## src/rtl/dnn_compute_sequencer_if.sv

```systemverilog
// ---------------------------------------------------------------------------
// dnn_compute_sequencer_if
// Bundles the control/status signals between the command controller / array
// and the DNN compute sequencer.
//   master : command side. Drives the load toggles and addr_clr, observes status.
//   slave  : sequencer. Consumes the toggles, drives strobes, address and status.
// Signals:
//   isNewDin, isNewWtin : level toggles, one change per completed buffer load
//   addr_clr            : one-cycle pulse, zeroes write address and overrun
//   wt_load, arr_start  : one-cycle strobes to the systolic array
//   out_we, out_addr    : output buffer write port
//   busy, done_toggle   : sequencer activity / per-write completion toggle
//   overrun             : sticky, input arrived while a previous one was pending
//   perf_count          : completed-compute counter (zero unless enabled)
// ---------------------------------------------------------------------------
interface dnn_compute_sequencer_if #(
    parameter int M  = 16,
    parameter int AW = (M > 1) ? $clog2(M) : 1
);
    logic          isNewDin;
    logic          isNewWtin;
    logic          addr_clr;
    logic          wt_load;
    logic          arr_start;
    logic          out_we;
    logic [AW-1:0] out_addr;
    logic          busy;
    logic          done_toggle;
    logic          overrun;
    logic [15:0]   perf_count;

    modport master (
        output isNewDin, isNewWtin, addr_clr,
        input  wt_load, arr_start, out_we, out_addr, busy, done_toggle, overrun, perf_count
    );

    modport slave (
        input  isNewDin, isNewWtin, addr_clr,
        output wt_load, arr_start, out_we, out_addr, busy, done_toggle, overrun, perf_count
    );
endinterface

```

## src/rtl/dnn_compute_sequencer.sv

```systemverilog
// ---------------------------------------------------------------------------
// dnn_compute_sequencer
// Schedules the DNN compute datapath once the UART side has loaded the weight
// and input buffers. Each weight toggle produces one wt_load strobe; each input
// toggle (once weights are valid) produces one arr_start strobe followed,
// PIPE_LAT cycles later, by an output buffer write at an auto-incrementing,
// wrapping address.
//
// Ports:
//   clock : system clock, rising edge
//   reset : asynchronous, active-low reset
//   bus   : dnn_compute_sequencer_if.slave (toggles in, strobes/status out)
//
// Parameters:
//   M        : output buffer depth, out_addr is $clog2(M) bits
//   PIPE_LAT : arr_start to result-valid latency, 1..255
//
// Build option: define SEQ_PERF_CNT_EN to enable the saturating perf_count
// counter; otherwise perf_count is a constant zero.
// ---------------------------------------------------------------------------
module dnn_compute_sequencer #(
    parameter int M        = 16,
    parameter int PIPE_LAT = 4
) (
    input  logic                    clock,
    input  logic                    reset,
    dnn_compute_sequencer_if.slave  bus
);
    localparam int AW = (M > 1) ? $clog2(M) : 1;

    localparam logic [2:0] S_IDLE    = 3'd0;
    localparam logic [2:0] S_LOAD_WT = 3'd1;
    localparam logic [2:0] S_START   = 3'd2;
    localparam logic [2:0] S_DRAIN   = 3'd3;
    localparam logic [2:0] S_WRITE   = 3'd4;

    logic [2:0]    r_state;
    logic [2:0]    w_state_next;
    logic          r_primed;
    logic          r_prev_din;
    logic          r_prev_wt;
    logic          r_wt_pend;
    logic          r_in_pend;
    logic          r_wt_valid;
    logic [7:0]    r_drain_cnt;
    logic          r_wt_load;
    logic          r_arr_start;
    logic          r_out_we;
    logic          r_busy;
    logic [AW-1:0] r_out_addr;
    logic          r_done_toggle;
    logic          r_overrun;
    logic          w_wt_evt;
    logic          w_in_evt;

    // The first clock after reset only samples the toggle levels, so whatever
    // level the loader left behind does not masquerade as a fresh event.
    assign w_wt_evt = r_primed & (bus.isNewWtin ^ r_prev_wt);
    assign w_in_evt = r_primed & (bus.isNewDin  ^ r_prev_din);

    always_comb begin
        w_state_next = r_state;
        case (r_state)
            S_IDLE: begin
                if (r_wt_pend)
                    w_state_next = S_LOAD_WT;
                else if (r_in_pend && r_wt_valid)
                    w_state_next = S_START;
            end
            S_LOAD_WT: w_state_next = S_IDLE;
            S_START:   w_state_next = (PIPE_LAT == 1) ? S_WRITE : S_DRAIN;
            // Counter is decremented in this cycle; leaving when it would reach
            // 1 places WRITE exactly PIPE_LAT cycles after START.
            S_DRAIN:   if (r_drain_cnt <= 8'd2) w_state_next = S_WRITE;
            S_WRITE:   w_state_next = S_IDLE;
            default:   w_state_next = S_IDLE;
        endcase
    end

    always_ff @(posedge clock or negedge reset) begin
        if (!reset) begin
            r_state     <= S_IDLE;
            r_primed    <= 1'b0;
            r_prev_din  <= 1'b0;
            r_prev_wt   <= 1'b0;
            r_wt_pend   <= 1'b0;
            r_in_pend   <= 1'b0;
            r_wt_valid  <= 1'b0;
            r_drain_cnt <= 8'd0;
            r_wt_load   <= 1'b0;
            r_arr_start <= 1'b0;
            r_out_we    <= 1'b0;
            r_busy      <= 1'b0;
        end else begin
            r_state    <= w_state_next;
            r_primed   <= 1'b1;
            r_prev_din <= bus.isNewDin;
            r_prev_wt  <= bus.isNewWtin;

            // A new event arriving in the consuming cycle must survive.
            if (w_wt_evt)
                r_wt_pend <= 1'b1;
            else if (r_state == S_LOAD_WT)
                r_wt_pend <= 1'b0;

            if (w_in_evt)
                r_in_pend <= 1'b1;
            else if (r_state == S_START)
                r_in_pend <= 1'b0;

            if (r_state == S_LOAD_WT)
                r_wt_valid <= 1'b1;

            if (r_state == S_START)
                r_drain_cnt <= 8'(PIPE_LAT);
            else if (r_state == S_DRAIN)
                r_drain_cnt <= r_drain_cnt - 8'd1;

            // Strobes are decoded from the next state so they are true flops
            // aligned with the state they belong to.
            r_wt_load   <= (w_state_next == S_LOAD_WT);
            r_arr_start <= (w_state_next == S_START);
            r_out_we    <= (w_state_next == S_WRITE);
            r_busy      <= (w_state_next != S_IDLE);
        end
    end

    // Write address, completion toggle and overrun flag.
    always_ff @(posedge clock or negedge reset) begin
        if (!reset) begin
            r_out_addr    <= '0;
            r_done_toggle <= 1'b0;
            r_overrun     <= 1'b0;
        end else begin
            // Clear wins over the post-write increment; the write itself has
            // already used the old address during WRITE.
            if (bus.addr_clr)
                r_out_addr <= '0;
            else if (r_state == S_WRITE)
                r_out_addr <= (r_out_addr == AW'(M - 1)) ? '0 : r_out_addr + 1'b1;

            if (r_state == S_WRITE)
                r_done_toggle <= ~r_done_toggle;

            if (bus.addr_clr)
                r_overrun <= 1'b0;
            else if (w_in_evt && r_in_pend && (r_state != S_START))
                r_overrun <= 1'b1;
        end
    end

`ifdef SEQ_PERF_CNT_EN
    logic [15:0] r_perf_count;

    always_ff @(posedge clock or negedge reset) begin
        if (!reset)
            r_perf_count <= 16'h0000;
        else if ((r_state == S_WRITE) && (r_perf_count != 16'hFFFF))
            r_perf_count <= r_perf_count + 16'd1;
    end

    assign bus.perf_count = r_perf_count;
`else
    assign bus.perf_count = 16'h0000;
`endif

    assign bus.wt_load     = r_wt_load;
    assign bus.arr_start   = r_arr_start;
    assign bus.out_we      = r_out_we;
    assign bus.out_addr    = r_out_addr;
    assign bus.busy        = r_busy;
    assign bus.done_toggle = r_done_toggle;
    assign bus.overrun     = r_overrun;
endmodule

```

## src/flat_wrapper.sv

```systemverilog
// flat-port wrapper written by rule: the top's interface ports become plain ports
module dnn_compute_sequencer_flat 
#(
    parameter int M        = 16,
    parameter int PIPE_LAT = 4
)
  (clock, reset, bus_isNewDin, bus_isNewWtin, bus_addr_clr, bus_wt_load, bus_arr_start, bus_out_we, bus_out_addr, bus_busy, bus_done_toggle, bus_overrun, bus_perf_count);
  dnn_compute_sequencer_if #(.M(M)) bus_i ();
  input  logic clock;
  input  logic reset;
  input wire logic [$bits(bus_i.isNewDin)-1:0] bus_isNewDin;
  input wire logic [$bits(bus_i.isNewWtin)-1:0] bus_isNewWtin;
  input wire logic [$bits(bus_i.addr_clr)-1:0] bus_addr_clr;
  output wire logic [$bits(bus_i.wt_load)-1:0] bus_wt_load;
  output wire logic [$bits(bus_i.arr_start)-1:0] bus_arr_start;
  output wire logic [$bits(bus_i.out_we)-1:0] bus_out_we;
  output wire logic [$bits(bus_i.out_addr)-1:0] bus_out_addr;
  output wire logic [$bits(bus_i.busy)-1:0] bus_busy;
  output wire logic [$bits(bus_i.done_toggle)-1:0] bus_done_toggle;
  output wire logic [$bits(bus_i.overrun)-1:0] bus_overrun;
  output wire logic [$bits(bus_i.perf_count)-1:0] bus_perf_count;
  assign bus_i.isNewDin = bus_isNewDin;
  assign bus_i.isNewWtin = bus_isNewWtin;
  assign bus_i.addr_clr = bus_addr_clr;
  assign bus_wt_load = bus_i.wt_load;
  assign bus_arr_start = bus_i.arr_start;
  assign bus_out_we = bus_i.out_we;
  assign bus_out_addr = bus_i.out_addr;
  assign bus_busy = bus_i.busy;
  assign bus_done_toggle = bus_i.done_toggle;
  assign bus_overrun = bus_i.overrun;
  assign bus_perf_count = bus_i.perf_count;
  dnn_compute_sequencer #(.M(M), .PIPE_LAT(PIPE_LAT)) u_core (.clock(clock), .reset(reset), .bus(bus_i));
endmodule
```

## config.mk

```make
export PLATFORM = sky130hd
export DESIGN_NAME = dnn_compute_sequencer_flat
export DESIGN_NICKNAME = d
export VERILOG_FILES = /design/src/rtl/dnn_compute_sequencer_if.sv /design/src/rtl/dnn_compute_sequencer.sv /design/src/flat_wrapper.sv
export SDC_FILE = /design/constraint.sdc
export NUM_CORES = 1
export LEC_CHECK = 0
export CAP_MARGIN = 20
export CORE_UTILIZATION = 30
export CTS_CLUSTER_SIZE = 40
export DETAILED_ROUTE_END_ITERATION = 6
export SKIP_LAST_GASP = 1
export SLEW_MARGIN = 20
export SYNTH_ARGS = -nofsm -noshare
export SYNTH_HDL_FRONTEND = slang
export SYNTH_SLANG_ARGS = --single-unit
```

## constraint.sdc

```tcl
create_clock -name clock -period 2.3 [get_ports clock]
set_clock_uncertainty 0.2 [all_clocks]
set_input_delay 0.46 -clock clock [delete_from_list [all_inputs] [get_ports clock]]
set_output_delay 0.46 -clock clock [all_outputs]
set_load 0.02 [all_outputs]
```

== After elaboration in Yosys (flattened, before gate mapping) ==
Index checks and enable logic that the tools add are counted.

* Word-level logic and storage cells: 57
* Input bits: 5
* Output and inout port bits: 26
* Register bits after elaboration: 27

* Eq/ne operators: 9
* Reduce and logical (&&, ||, !) cells: 10
* Bitwise logic cells: 5
* $lt $le $gt $ge: 1
* Mux-type cells: 15
* Add/subtract/negate cells: 2

{| class="wikitable"
|+ Operators by type and width
! operator !! number
|-
| $mux 8 || 2
|-
| $mux 4 || 3
|-
| $reduce_bool 2->1 || 5
|-
| $eq 3x2->1 const B || 3
|-
| $mux 3 || 3
|-
| $pmux 3 s3 || 1
|-
| $le 8x2->1 const B || 1
|-
| $sub 8x1->8 const B || 1
|-
| $eq 3x1->1 const B || 2
|-
| $eq 3x3->1 const B || 2
|-
| $mux 1 || 6
|-
| $add 4x1->4 const B || 1
|-
| $eq 4x4->1 const B || 1
|-
| $logic_and 1x1->1 || 3
|-
| $logic_not 3->1 || 1
|-
| $ne 3x2->1 const B || 1
|-
| $reduce_bool 3->1 || 1
|-
| $and 1x1->1 || 2
|-
| $xor 1x1->1 || 2
|-
| $not 1->1 || 1
|}

== Longest topological paths before layout ==
Gate-level depths: netlist of the first run.

* Word-level depth: 6
* Mapped depth: 5
* Gate-level depth less buffers: 5

== Worst setup path after synthesis of the first run ==
Ideal clock, no wire load.

* Path kind: reg-to-reg
* From: register u_core.r_drain_cnt[5]
* To: register u_core.r_drain_cnt[7]
* Setup time: 0.077 ns
* Buffers on the path: 0
* Data arrival time: 1.564 ns
* Period minus slack after synthesis: 1.842 ns
* Cell stages (with the launch flop): 4
* Required time: 2.023 ns
* Setup slack: 0.458 ns
* Cell sequence: dfrtp_1 > or4_4 > or4_1 > a21oi_1

* Word-level cells in the longest chain between the ends: 3

{| class="wikitable"
|+ RTL lines
! item !! line !! text
|-
| start, declared || dnn_compute_sequencer.sv:45 || <nowiki>logic [7:0] r_drain_cnt;</nowiki>
|-
| start signal, assigned || dnn_compute_sequencer.sv:115 || <nowiki>r_drain_cnt <= 8'(PIPE_LAT);</nowiki>
|-
| start signal, assigned || dnn_compute_sequencer.sv:117 || <nowiki>r_drain_cnt <= r_drain_cnt - 8'd1;</nowiki>
|-
| $sub 8x1->8 || dnn_compute_sequencer.sv:117 ||
|-
| $mux 8 || dnn_compute_sequencer.sv:116 || <nowiki>else if (r_state == S_DRAIN)</nowiki>
|-
| $mux 8 || dnn_compute_sequencer.sv:114 || <nowiki>if (r_state == S_START)</nowiki>
|}

Every way passes these cells. The select of a mux whose other input is x is not followed.
A chain may end at the register's enable or synchronous reset.

== Worst setup path after layout of the first run ==
* From: register u_core.r_out_addr[0], in the netlist u_core.bus.out_addr[0]
* To: output bus_out_addr[0]

{| class="wikitable"
|+ RTL lines
! item !! line !! text
|-
| start, declared || dnn_compute_sequencer.sv:50 || <nowiki>logic [AW-1:0] r_out_addr;</nowiki>
|-
| start signal, assigned || dnn_compute_sequencer.sv:140 || <nowiki>r_out_addr <= (r_out_addr == AW'(M - 1)) ? '0 : r_out_addr + 1'b1;</nowiki>
|-
| end, declared || flat_wrapper.sv:17 || <nowiki>output wire logic [$bits(bus_i.out_addr)-1:0] bus_out_addr;</nowiki>
|}

No word-level cell between the ends.

==> results.rst, run 1 <==
.. list-table::
   :header-rows: 1

   * - Metric
     - Value
   * - Max Slew Vio Count
     - 0
   * - Number of fill cells
     - 437
   * - Total power
     - 1.68 mW
   * - CP max stage delay
     - 0.64 ns
   * - Worst slew slack as a fraction of its limit
     - 0.643
   * - CTS root buf
     - clkbuf_8
   * - Wire length of the first global-routing pass
     - 4180 µm
   * - Crit path max-delay family
     - buffers and inverters
   * - Iter 0 DRT Violations
     - 13
   * - Crit path launch type
     - flop
   * - Vertical die dimension
     - 68.7 µm
   * - Post-CTS setup buffer count
     - 0
   * - Pin count of the biggest net entering global routing
     - 28
   * - Commonest cells after routing, fill and taps aside
     - dfrtp_1, conb_1, clkdlybuf4s50_1
   * - Combined global-route utilization of all metal layers
     - 0.119
   * - Area of the die
     - 4720 µm²
   * - Max-cap violations
     - 0
   * - Number of failing setup endpoints in the final timing report
     - 0
   * - Result of the run
     - finished, final reports clean
   * - Filler-free cell count of the finished design
     - 190
   * - M1 GR Usage
     - 0.134
   * - Critical-path cell list
     - clkdlybuf4s50_1
   * - Post-Synthesis Mean Instance Area
     - 10.7 µm²
   * - Largest driver fanout on the critical path
     - 6
   * - Final design area excluding fillers
     - 1510 µm²
   * - Die W
     - 68.7 µm
   * - Count of standard-cell rows
     - 23
   * - Setup Crit Path Kind
     - flop to output port
   * - Cell leakage power
     - 0.674 nW
   * - Via count of the routed design
     - 889
   * - Comb power frac
     - 0.391
   * - Hold buffer count at cts
     - 0
   * - H-tree depth
     - 1
   * - Placer Congestion
     - 0.671
   * - Tightest Pin Transition
     - 0.534 ns
   * - Share of cells above drive strength 1
     - 0.0714
   * - Share of synthesized flip-flops with an asynchronous set or reset
     - 1.00
   * - Vias per Instance
     - 4.68
   * - Most used DFF post-synth
     - dfrtp_1
   * - Placed standard-cell area
     - 1470 µm²
   * - Sw Share
     - 0.386
   * - Longest Clk Path Bufs
     - 2
   * - DRC errors left
     - 0
   * - Final cycle utilization of the critical path
     - 0.876
   * - CORE AREA
     - 4140 µm²
   * - PostCTS Resize Cnt
     - 0
   * - Number of cells in the design after placement
     - 186
   * - Post-synthesis instance area
     - 1330 µm²
   * - Detail Placement HPWL
     - 1680 µm
   * - EDFF count, synth
     - 0
   * - Max stage delay cell, worst path
     - clkdlybuf4s50_1
   * - Worst slack at placement
     - 0.394 ns
   * - Wire length per cell
     - 12.0 µm
   * - Buffers and inverters on the worst path
     - 1
   * - Flop pwr share
     - 0.450
   * - TritonCTS clock tree
     - done
   * - Min Clock Period, post-route
     - 2.01 ns
   * - Clock transition at the register clock pins on the worst setup and hold paths after CTS
     - 0.09 ns
   * - Global routing usage on met2
     - 0.213
   * - Clock sinks
     - 27
   * - Setup Total Neg Slack
     - 0 ns
   * - Starting Density
     - 0.322
   * - CP arrival
     - 1.35 ns
   * - Power per cell area
     - 1110 nW/µm²
   * - Final global-route overflow total
     - 0
   * - Switching power
     - 648 µW
   * - Skew-Pair Late Insertion Delay
     - 0.27 ns
   * - Antenna diode instance count
     - 0
   * - Peak clock frequency supported by timing
     - 496 MHz
   * - Total routed wirelength
     - 2280 µm
   * - Final net count
     - 149
   * - Critical Path End Type
     - output port
   * - Yosys warns
     - 0
   * - Met3 track demand over resource
     - 0.0230
   * - I/O pin count
     - 31
   * - Most common cell after layout, fill and taps aside
     - dfrtp_1
   * - Internal power
     - 1.03 mW
   * - CTS buffer count
     - 3
   * - Clock share of power
     - 0.159
   * - Data required time at the worst endpoint
     - 1.64 ns
   * - Final setup slack of the worst path
     - 0.285 ns
   * - Largest vdd supply drop
     - 0.544 mV
   * - Port buffer count
     - 14
   * - Via count of the first global-routing pass
     - 945
   * - Share of the yosys chip area belonging to registers
     - 0.507
   * - Number of instances in the synthesized netlist
     - 125
   * - Final Hold Vio Count
     - 0
   * - Setup repair after global routing missed its margin
     - no
   * - Class of the worst hold path
     - flop to flop
   * - Initial antenna violation count
     - 0
   * - Library cells used by synthesis
     - 38
   * - First-pass detailed-route iteration total
     - 3
   * - Number of storage elements in the synthesis netlist
     - 27
   * - Count of nets left with antenna violations after detail routing
     - 0
   * - Growth of design area from synthesis to finish
     - 13.5%
   * - Most heavily used metal layer in global routing
     - met2
[worst paths after layout]
| check | from | to | slack (ns) | cells after the start |
|---|---|---|---|---|
| setup reg to reg | u_core.r_drain_cnt[5] | u_core.r_drain_cnt[7] | 0.38 | 3 |
| min in group asynchronous | reset | u_core.bus.out_addr[1] | 0.34 | 2 |
| max in group asynchronous | reset | u_core.r_drain_cnt[4] | 1.30 | 2 |
| hold / removal | u_core.bus.done_toggle | u_core.bus.done_toggle | 0.28 | 1 |
| setup / recovery | u_core.bus.out_addr[0] | bus_out_addr[0] | 0.29 | 1 |
| hold reg to reg | u_core.bus.done_toggle | u_core.bus.done_toggle | 0.28 | 1 |
[registers in the layout, summed over array words and instances (netlist names)]
signal and count:
u_core.bus.overrun 1, u_core.r_primed 1, u_core.r_drain_cnt 8, u_core.r_prev_wt 1
u_core.bus.out_addr 4, u_core.r_wt_pend 1, u_core.r_in_pend 1, u_core.bus.done_toggle 1
u_core.bus.out_we 1, u_core.bus.arr_start 1, u_core.r_prev_din 1, u_core.bus.wt_load 1
u_core.r_state 3, u_core.r_wt_valid 1, u_core.bus.busy 1
[logic make-up (layout without fill, tap and decap cells)]
kind of cell / count (synthesis) / in the layout / synth area share
AOI/OAI and AO/OA: 20 / 20 / 0.106
xor gates and xnor gates: 4 / 4 / 0.0263
adders and majority gates: 3 / 3 / 0.0281
buffers and inverters: 25 / 25 / 0.116
DFF: 27 / 27 / 0.507
muxes: 4 / 4 / 0.0300
other: 2 / 17 / 0.00563
and+or+nand+nor: 40 / 40 / 0.181
[cell usage after synthesis, drive strengths merged, types with 3 or more instances]
cell type | number | area share
nand2 | 8 | 0.023
mux2i | 4 | 0.030
xor2 | 3 | 0.020
dfrtp | 27 | 0.51
inv | 6 | 0.017
o21ai | 8 | 0.030
or3 | 3 | 0.014
nand2b | 6 | 0.028
buf | 17 | 0.094
nor2 | 6 | 0.017
a21oi | 5 | 0.019
ha | 3 | 0.028
[power groups by stage]
stage	Clock (mW)	Combinational [mW]	Sequential, mW
final	0.266	0.658	0.756
after global routing	0.294	0.752	0.784
after CTS	0.277	0.668	0.757
after detailed placement	0	0.667	0.767
after global placement	0	0.636	0.754
after floorplan	0	0.479	0.761
[layer usage]
| layer | vias to the layer above | routed length, µm |
|---|---|---|
| met2 | 27 | 1150 |
| met4 | 0 | 50 |
| met5 | - | 0 |
| li1 | 427 | - |
| met1 | 427 | 991 |
| met3 | 8 | 80 |
[stage by stage]
stage | hold slack (ns) | utilization
after detailed placement | 0.255 | 0.354
after CTS | 0.276 | 0.365
final | 0.276 | 0.365
after global routing | 0.312 | 0.365
after global placement | 0.252 | 0.354
after floorplan | -0.0356 | -
[final cells by class]
class / count / area [µm²] / share of cell area
flip-flops and latches: 27 / 676 / 0.446
multi-input cells: 88 / 559 / 0.369
repair buffers: 15 / 148 / 0.0975
well taps: 50 / 62.6 / 0.0413
clock buffers: 3 / 41.3 / 0.0273
inverters: 6 / 22.5 / 0.0149
clock inverters: 1 / 5.00 / 0.00331
[worst reg2reg max path: stages, from the launching register on]
cell and delay (ns):
dfrtp_1 0.41, or4_4 0.57, or4_1 0.52, a21oi_1 0.15
No activity file was read; power rests on OpenSTA's default activity.
==> run 2, diff against run 1 <==
--- a/config.mk
+++ b/config.mk
@@ -9,6 +9,8 @@
 export CORE_UTILIZATION = 30
 export CTS_CLUSTER_SIZE = 40
 export DETAILED_ROUTE_END_ITERATION = 6
+export PLACE_DENSITY = 0.6
+export RECOVER_POWER = 25
 export SKIP_LAST_GASP = 1
 export SLEW_MARGIN = 20
 export SYNTH_ARGS = -nofsm -noshare
==> run 2 against run 1 <==
  * Non-clock buffer count unchanged
  * Worst setup slack better by 0.00095 ns
  * Critical path depth unchanged
  * Sequential power about the same
  * Global-route usage unchanged
  * Critical path type unchanged
  * Critical endpoint unchanged
  * Largest cell class unchanged
==> results.rst, run 2 (synthesized netlist as in run 1, its figures left out) <==
.. list-table::
   :header-rows: 1

   * - Metric
     - Value
   * - Result of the run
     - finished, final reports clean
   * - Port buffer count
     - 14 (unchanged)
   * - H-tree depth
     - 1 (unchanged)
   * - Final net count
     - 149 (unchanged)
   * - TritonCTS clock tree
     - done
   * - PostCTS Resize Cnt
     - 0 (unchanged)
   * - CTS buffer count
     - 3 (unchanged)
   * - Count of standard-cell rows
     - 23 (unchanged)
   * - Longest Clk Path Bufs
     - 2 (unchanged)
   * - Critical-path cell list
     - clkdlybuf4s50_1
   * - Largest vdd supply drop
     - 0.543 mV (-0.29%)
   * - Final setup slack of the worst path
     - 0.286 ns (+0.000954 ns)
   * - Buffers and inverters on the worst path
     - 1 (unchanged)
   * - Initial antenna violation count
     - 0 (unchanged)
   * - Max stage delay cell, worst path
     - clkdlybuf4s50_1
   * - Detail Placement HPWL
     - 1680 µm (unchanged)
   * - Worst slack at placement
     - 0.394 ns (unchanged)
   * - Data required time at the worst endpoint
     - 1.64 ns (about the same)
   * - Hold buffer count at cts
     - 0 (unchanged)
   * - Combined global-route utilization of all metal layers
     - 0.119 (unchanged)
   * - Wire length per cell
     - 12.0 µm (unchanged)
   * - Worst slew slack as a fraction of its limit
     - 0.562 (-0.0809)
   * - Placer Congestion
     - 0.671 (unchanged)
   * - Final cycle utilization of the critical path
     - 0.876 (about the same)
   * - Max Slew Vio Count
     - 0 (unchanged)
   * - Setup Crit Path Kind
     - flop to output port
   * - Clock sinks
     - 27 (unchanged)
   * - Setup repair after global routing missed its margin
     - no
   * - Iter 0 DRT Violations
     - 13 (unchanged)
   * - Setup Total Neg Slack
     - 0 ns (unchanged)
   * - Via count of the first global-routing pass
     - 945 (unchanged)
   * - Power per cell area
     - 1110 nW/µm² (about the same)
   * - Area of the die
     - 4720 µm² (unchanged)
   * - Number of fill cells
     - 438 (+0.23%)
   * - Cell leakage power
     - 0.674 nW (about the same)
   * - Tightest Pin Transition
     - 0.657 ns (+0.122 ns)
   * - Commonest cells after routing, fill and taps aside
     - dfrtp_1, conb_1, clkdlybuf4s50_1
   * - Final design area excluding fillers
     - 1510 µm² (-0.17%)
   * - Count of nets left with antenna violations after detail routing
     - 0 (unchanged)
   * - CP arrival
     - 1.35 ns (about the same)
   * - Peak clock frequency supported by timing
     - 497 MHz (about the same)
   * - Placed standard-cell area
     - 1470 µm² (unchanged)
   * - Number of failing setup endpoints in the final timing report
     - 0 (unchanged)
   * - Most common cell after layout, fill and taps aside
     - dfrtp_1
   * - I/O pin count
     - 31 (unchanged)
   * - Skew-Pair Late Insertion Delay
     - 0.27 ns (about the same)
   * - Post-CTS setup buffer count
     - 0 (unchanged)
   * - Register name with the most flops
     - u_core.r_drain_cnt
   * - Total routed wirelength
     - 2280 µm (unchanged)
   * - Die W
     - 68.7 µm (unchanged)
   * - Crit path launch type
     - flop
   * - Critical Path End Type
     - output port
   * - Vertical die dimension
     - 68.7 µm (unchanged)
   * - Pin count of the biggest net entering global routing
     - 28 (unchanged)
   * - Class of the worst hold path
     - flop to flop
   * - Final Hold Vio Count
     - 0 (unchanged)
   * - First-pass detailed-route iteration total
     - 3 (unchanged)
   * - Starting Density
     - 0.322 (unchanged)
   * - DRC errors left
     - 0 (unchanged)
   * - Growth of design area from synthesis to finish
     - 13.3%
   * - Final global-route overflow total
     - 0 (unchanged)
   * - Antenna diode instance count
     - 0 (unchanged)
   * - Largest driver fanout on the critical path
     - 6 (unchanged)
   * - Vias per Instance
     - 4.68 (unchanged)
   * - Clock transition at the register clock pins on the worst setup and hold paths after CTS
     - 0.09 ns (about the same)
   * - Total power
     - 1.68 mW (-0.11%)
   * - Number of flip-flops under the largest register name
     - 8 (unchanged)
   * - Share of cells above drive strength 1
     - 0.0714 (unchanged)
   * - Wire length of the first global-routing pass
     - 4180 µm (unchanged)
   * - CP max stage delay
     - 0.64 ns (about the same)
   * - Max-cap violations
     - 0 (unchanged)
   * - CTS root buf
     - clkbuf_8
   * - CORE AREA
     - 4140 µm² (unchanged)
   * - Min Clock Period, post-route
     - 2.01 ns (-0.000954 ns)
   * - Crit path max-delay family
     - buffers and inverters
   * - Via count of the routed design
     - 889 (unchanged)
==> run 2: cell types whose count changed in the layout (fill, tap and decap cells not counted), sizes merged <==
cell           before  now
buf                 1    0
clkbuf              3    4
clkdlybuf4s50      14   11
dlygate4sd3         0    3
==> run 2: worst paths after layout <==
check | start | endpoint | slack [ns] | depth (start not counted)
setup / recovery | u_core.bus.out_addr[0] | bus_out_addr[0] | 0.29 | 1
hold / removal | u_core.bus.done_toggle | u_core.bus.done_toggle | 0.28 | 1
setup reg to reg | u_core.r_drain_cnt[5] | u_core.r_drain_cnt[7] | 0.38 | 3
hold reg to reg | u_core.bus.done_toggle | u_core.bus.done_toggle | 0.28 | 1
max in group asynchronous | reset | u_core.r_drain_cnt[4] | 0.94 | 2
min in group asynchronous | reset | u_core.bus.out_addr[1] | 0.53 | 2
==> run 2: final cells by class <==
cell class	instances	area (µm²)	area share
clock buffer	3	41.3	0.0273
clock inverter	1	5.00	0.00331
inverter	6	22.5	0.0149
multi-input combinational	88	559	0.370
sequential	27	676	0.447
tap	50	62.6	0.0414
timing repair buffer	15	145	0.0960
==> run 2: per-stage QoR <==
stage	instances	hold slack, ns	utilization
finish	190	0.276	0.365
global route	190	0.312	0.365
global placement	186	0.252	0.354
CTS	190	0.276	0.365
detailed placement	186	0.255	0.354
floorplan	140	-0.0356	-
==> run 2: power breakdown <==
group          total (mW)  leakage [nW]  internal (mW)  switching (mW)
combinational       0.656         0.307          0.296           0.360
sequential          0.756         0.342          0.613           0.143
clock               0.266        0.0255          0.121           0.145
total                1.68         0.674           1.03           0.648
==> run 2: metal layers <==
| metal | track usage | up-vias | wire, µm |
|---|---|---|---|
| li1 | - | 427 | - |
| met1 | 0.134 | 427 | 992 |
| met2 | 0.213 | 27 | 1150 |
| met3 | 0.0230 | 8 | 80 |
| met4 | 0.0599 | 0 | 50 |
| met5 | 0 | - | 0 |
==> run 3, diff against run 2 <==
==> constraint.sdc (replaced) <==
create_clock -name clock -period 1.96 [get_ports clock]
set_clock_uncertainty 0.2 [all_clocks]
set_input_delay 0.392 -clock clock [delete_from_list [all_inputs] [get_ports clock]]
set_output_delay 0.392 -clock clock [all_outputs]
set_load 0.02 [all_outputs]
==> run 3 against run 2 <==
  * Sequential share of layout area decreased by 1.4 points
  * Final cell count increased by 2.6%
  * Count of clock-buffer cells in the layout did not move
  * Register-to-register slack got worse by 0.36 ns
  * Global-route usage fell by 0.13 points
  * Largest cell class unchanged
  * Highest routed layer unchanged
==> results.rst, run 3 (synthesized netlist as in run 1, its figures left out) <==
.. list-table::
   :header-rows: 1

   * - Metric
     - Value
   * - Result of the run
     - finished, final reports clean
   * - Class of the worst hold path
     - flop to flop
   * - Sw Share
     - 0.379 (-0.00695)
   * - Cell leakage power
     - 0.739 nW (+9.5%)
   * - H-tree depth
     - 1 (unchanged)
   * - Commonest cells after routing, fill and taps aside
     - dfrtp_1, conb_1, clkdlybuf4s50_1
   * - Skew-Pair Late Insertion Delay
     - 0.27 ns (about the same)
   * - Detail Placement HPWL
     - 1740 µm (+3.6%)
   * - Final cycle utilization of the critical path
     - 0.987
   * - Internal power
     - 1.26 mW (+23%)
   * - Setup repair after global routing missed its margin
     - no
   * - Count of nets left with antenna violations after detail routing
     - 0 (unchanged)
   * - Via count of the first global-routing pass
     - 920 (-2.6%)
   * - Clock sinks
     - 27 (unchanged)
   * - Data required time at the worst endpoint
     - 1.96 ns (+0.32 ns)
   * - Flop pwr share
     - 0.405 (-0.046)
   * - Comb power frac
     - 0.440 (+0.049)
   * - Clock transition at the register clock pins on the worst setup and hold paths after CTS
     - 0.10 ns (about the same)
   * - Longest Clk Path Bufs
     - 2 (unchanged)
   * - Placer Congestion
     - 0.682 (+1.6%)
   * - TritonCTS clock tree
     - done
   * - CTS root buf
     - clkbuf_8
   * - Min Clock Period, post-route
     - 1.94 ns
   * - Critical Path End Type
     - flop
   * - Max Slew Vio Count
     - 0 (unchanged)
   * - Antenna diode instance count
     - 0 (unchanged)
   * - Wire length of the first global-routing pass
     - 4040 µm (-3.5%)
   * - Tightest Pin Transition
     - 0.648 ns (-0.00833 ns)
   * - Largest vdd supply drop
     - 0.550 mV (+1.3%)
   * - Pin count of the biggest net entering global routing
     - 28 (unchanged)
   * - Initial antenna violation count
     - 0 (unchanged)
   * - Setup Crit Path Kind
     - flop to flop
   * - Register name with the most flops
     - u_core.r_drain_cnt
   * - Starting Density
     - 0.322 (unchanged)
   * - DRC errors left
     - 0 (unchanged)
   * - Final Hold Vio Count
     - 0 (unchanged)
   * - Number of failing setup endpoints in the final timing report
     - 0 (unchanged)
   * - Combined global-route utilization of all metal layers
     - 0.118 (-0.00130)
   * - Area of the die
     - 4720 µm² (unchanged)
   * - Switching power
     - 772 µW (+19%)
   * - Iter 0 DRT Violations
     - 7 (-6)
   * - Largest driver fanout on the critical path
     - 4 (-2)
   * - Via count of the routed design
     - 882 (-0.79%)
   * - CORE AREA
     - 4140 µm² (unchanged)
   * - CTS buffer count
     - 3 (unchanged)
   * - Crit path launch type
     - flop
   * - Peak clock frequency supported by timing
     - 517 MHz
   * - Count of standard-cell rows
     - 23 (unchanged)
   * - Growth of design area from synthesis to finish
     - 17.1%
   * - Die W
     - 68.7 µm (unchanged)
   * - Max-cap violations
     - 0 (unchanged)
   * - Post-CTS setup buffer count
     - 0 (unchanged)
   * - Setup Total Neg Slack
     - 0 ns (unchanged)
   * - Vias per Instance
     - 4.52 (-3.3%)
   * - Total routed wirelength
     - 2310 µm (+1.4%)
   * - Most common cell after layout, fill and taps aside
     - dfrtp_1
   * - Final net count
     - 154 (+3.4%)
   * - Wire length per cell
     - 11.8 µm (-1.2%)
   * - Final Hold Slack
     - 0.272 ns (-0.00353 ns)
   * - Share of cells above drive strength 1
     - 0.117 (+0.0458)
   * - First-pass detailed-route iteration total
     - 4 (+1)
   * - Final global-route overflow total
     - 0 (unchanged)
   * - Clock share of power
     - 0.155 (-0.004)
   * - I/O pin count
     - 31 (unchanged)
   * - Vertical die dimension
     - 68.7 µm (unchanged)
   * - Number of flip-flops under the largest register name
     - 8 (unchanged)
   * - Worst slew slack as a fraction of its limit
     - 0.568 (+0.00556)
   * - Power per cell area
     - 1300 nW/µm² (+17%)
   * - Port buffer count
     - 14 (unchanged)
   * - CP arrival
     - 1.94 ns (+0.59 ns)
[run 3: critical path: stages, from the launching register on]
cell and delay [ns]:
dfrtp_1 0.41, or4_4 0.57, or4_4 0.53, a21oi_2 0.15
[run 3: final timing paths]
kind	from	end	slack, ns	depth (start not counted)
setup reg to reg	u_core.r_drain_cnt[5]	u_core.r_drain_cnt[7]	0.02	3
max in group asynchronous	reset	u_core.r_drain_cnt[2]	0.67	2
setup / recovery	u_core.r_drain_cnt[5]	u_core.r_drain_cnt[7]	0.02	3
min in group asynchronous	reset	u_core.r_prev_din	0.46	2
hold reg to reg	u_core.bus.done_toggle	u_core.bus.done_toggle	0.27	1
hold / removal	u_core.bus.done_toggle	u_core.bus.done_toggle	0.27	1
[run 3: layout make-up]
type | instances | area (µm²)
clock buffer | 3 | 41.3
clock inverter | 1 | 5.00
fill | 420 | 2580
inverter | 6 | 22.5
multi-input combinational | 88 | 567
sequential | 27 | 676
tap | 50 | 62.6
timing repair buffer | 20 | 188
[run 3: stage by stage]
step                cells  worst slack (ns)  total power, mW   util  cell area (µm²)
floorplan             140             0.118             1.46      -             1390
detailed placement    191            0.0200             1.74  0.363             1510
CTS                   195          0.000226             2.05  0.374             1550
global placement      191            0.0910             1.69  0.363             1510
global route          195          0.000337             2.21  0.377             1560
finish                195            0.0247             2.04  0.377             1560
[run 3: metal layers]
metal,vias up,track usage,share of wire
li1,435,-,-
met1,422,0.120,0.41
met2,23,0.230,0.55
met3,2,0.0230,0.033
met4,0,0.0495,0.0065
met5,-,0,0
[run 3: timing repair]
| item | 4_1_cts | 5_1_grt |
|---|---|---|
| resized for setup | 0 | 4 |
| hold buffers | 0 | 0 |
| endpoints found under the setup margin | 0 | 3 |
[run 3: power groups by stage]
| stage | clock (mW) | combinational, mW | sequential, mW |
|---|---|---|---|
| 3_5_place_dp | 0 | 0.897 | 0.840 |
| 2_1_floorplan | 0 | 0.562 | 0.893 |
| 5_1_grt | 0.349 | 1.01 | 0.851 |
| 4_1_cts | 0.323 | 0.898 | 0.830 |
| 6_report | 0.315 | 0.895 | 0.825 |
| 3_3_place_gp | 0 | 0.858 | 0.830 |
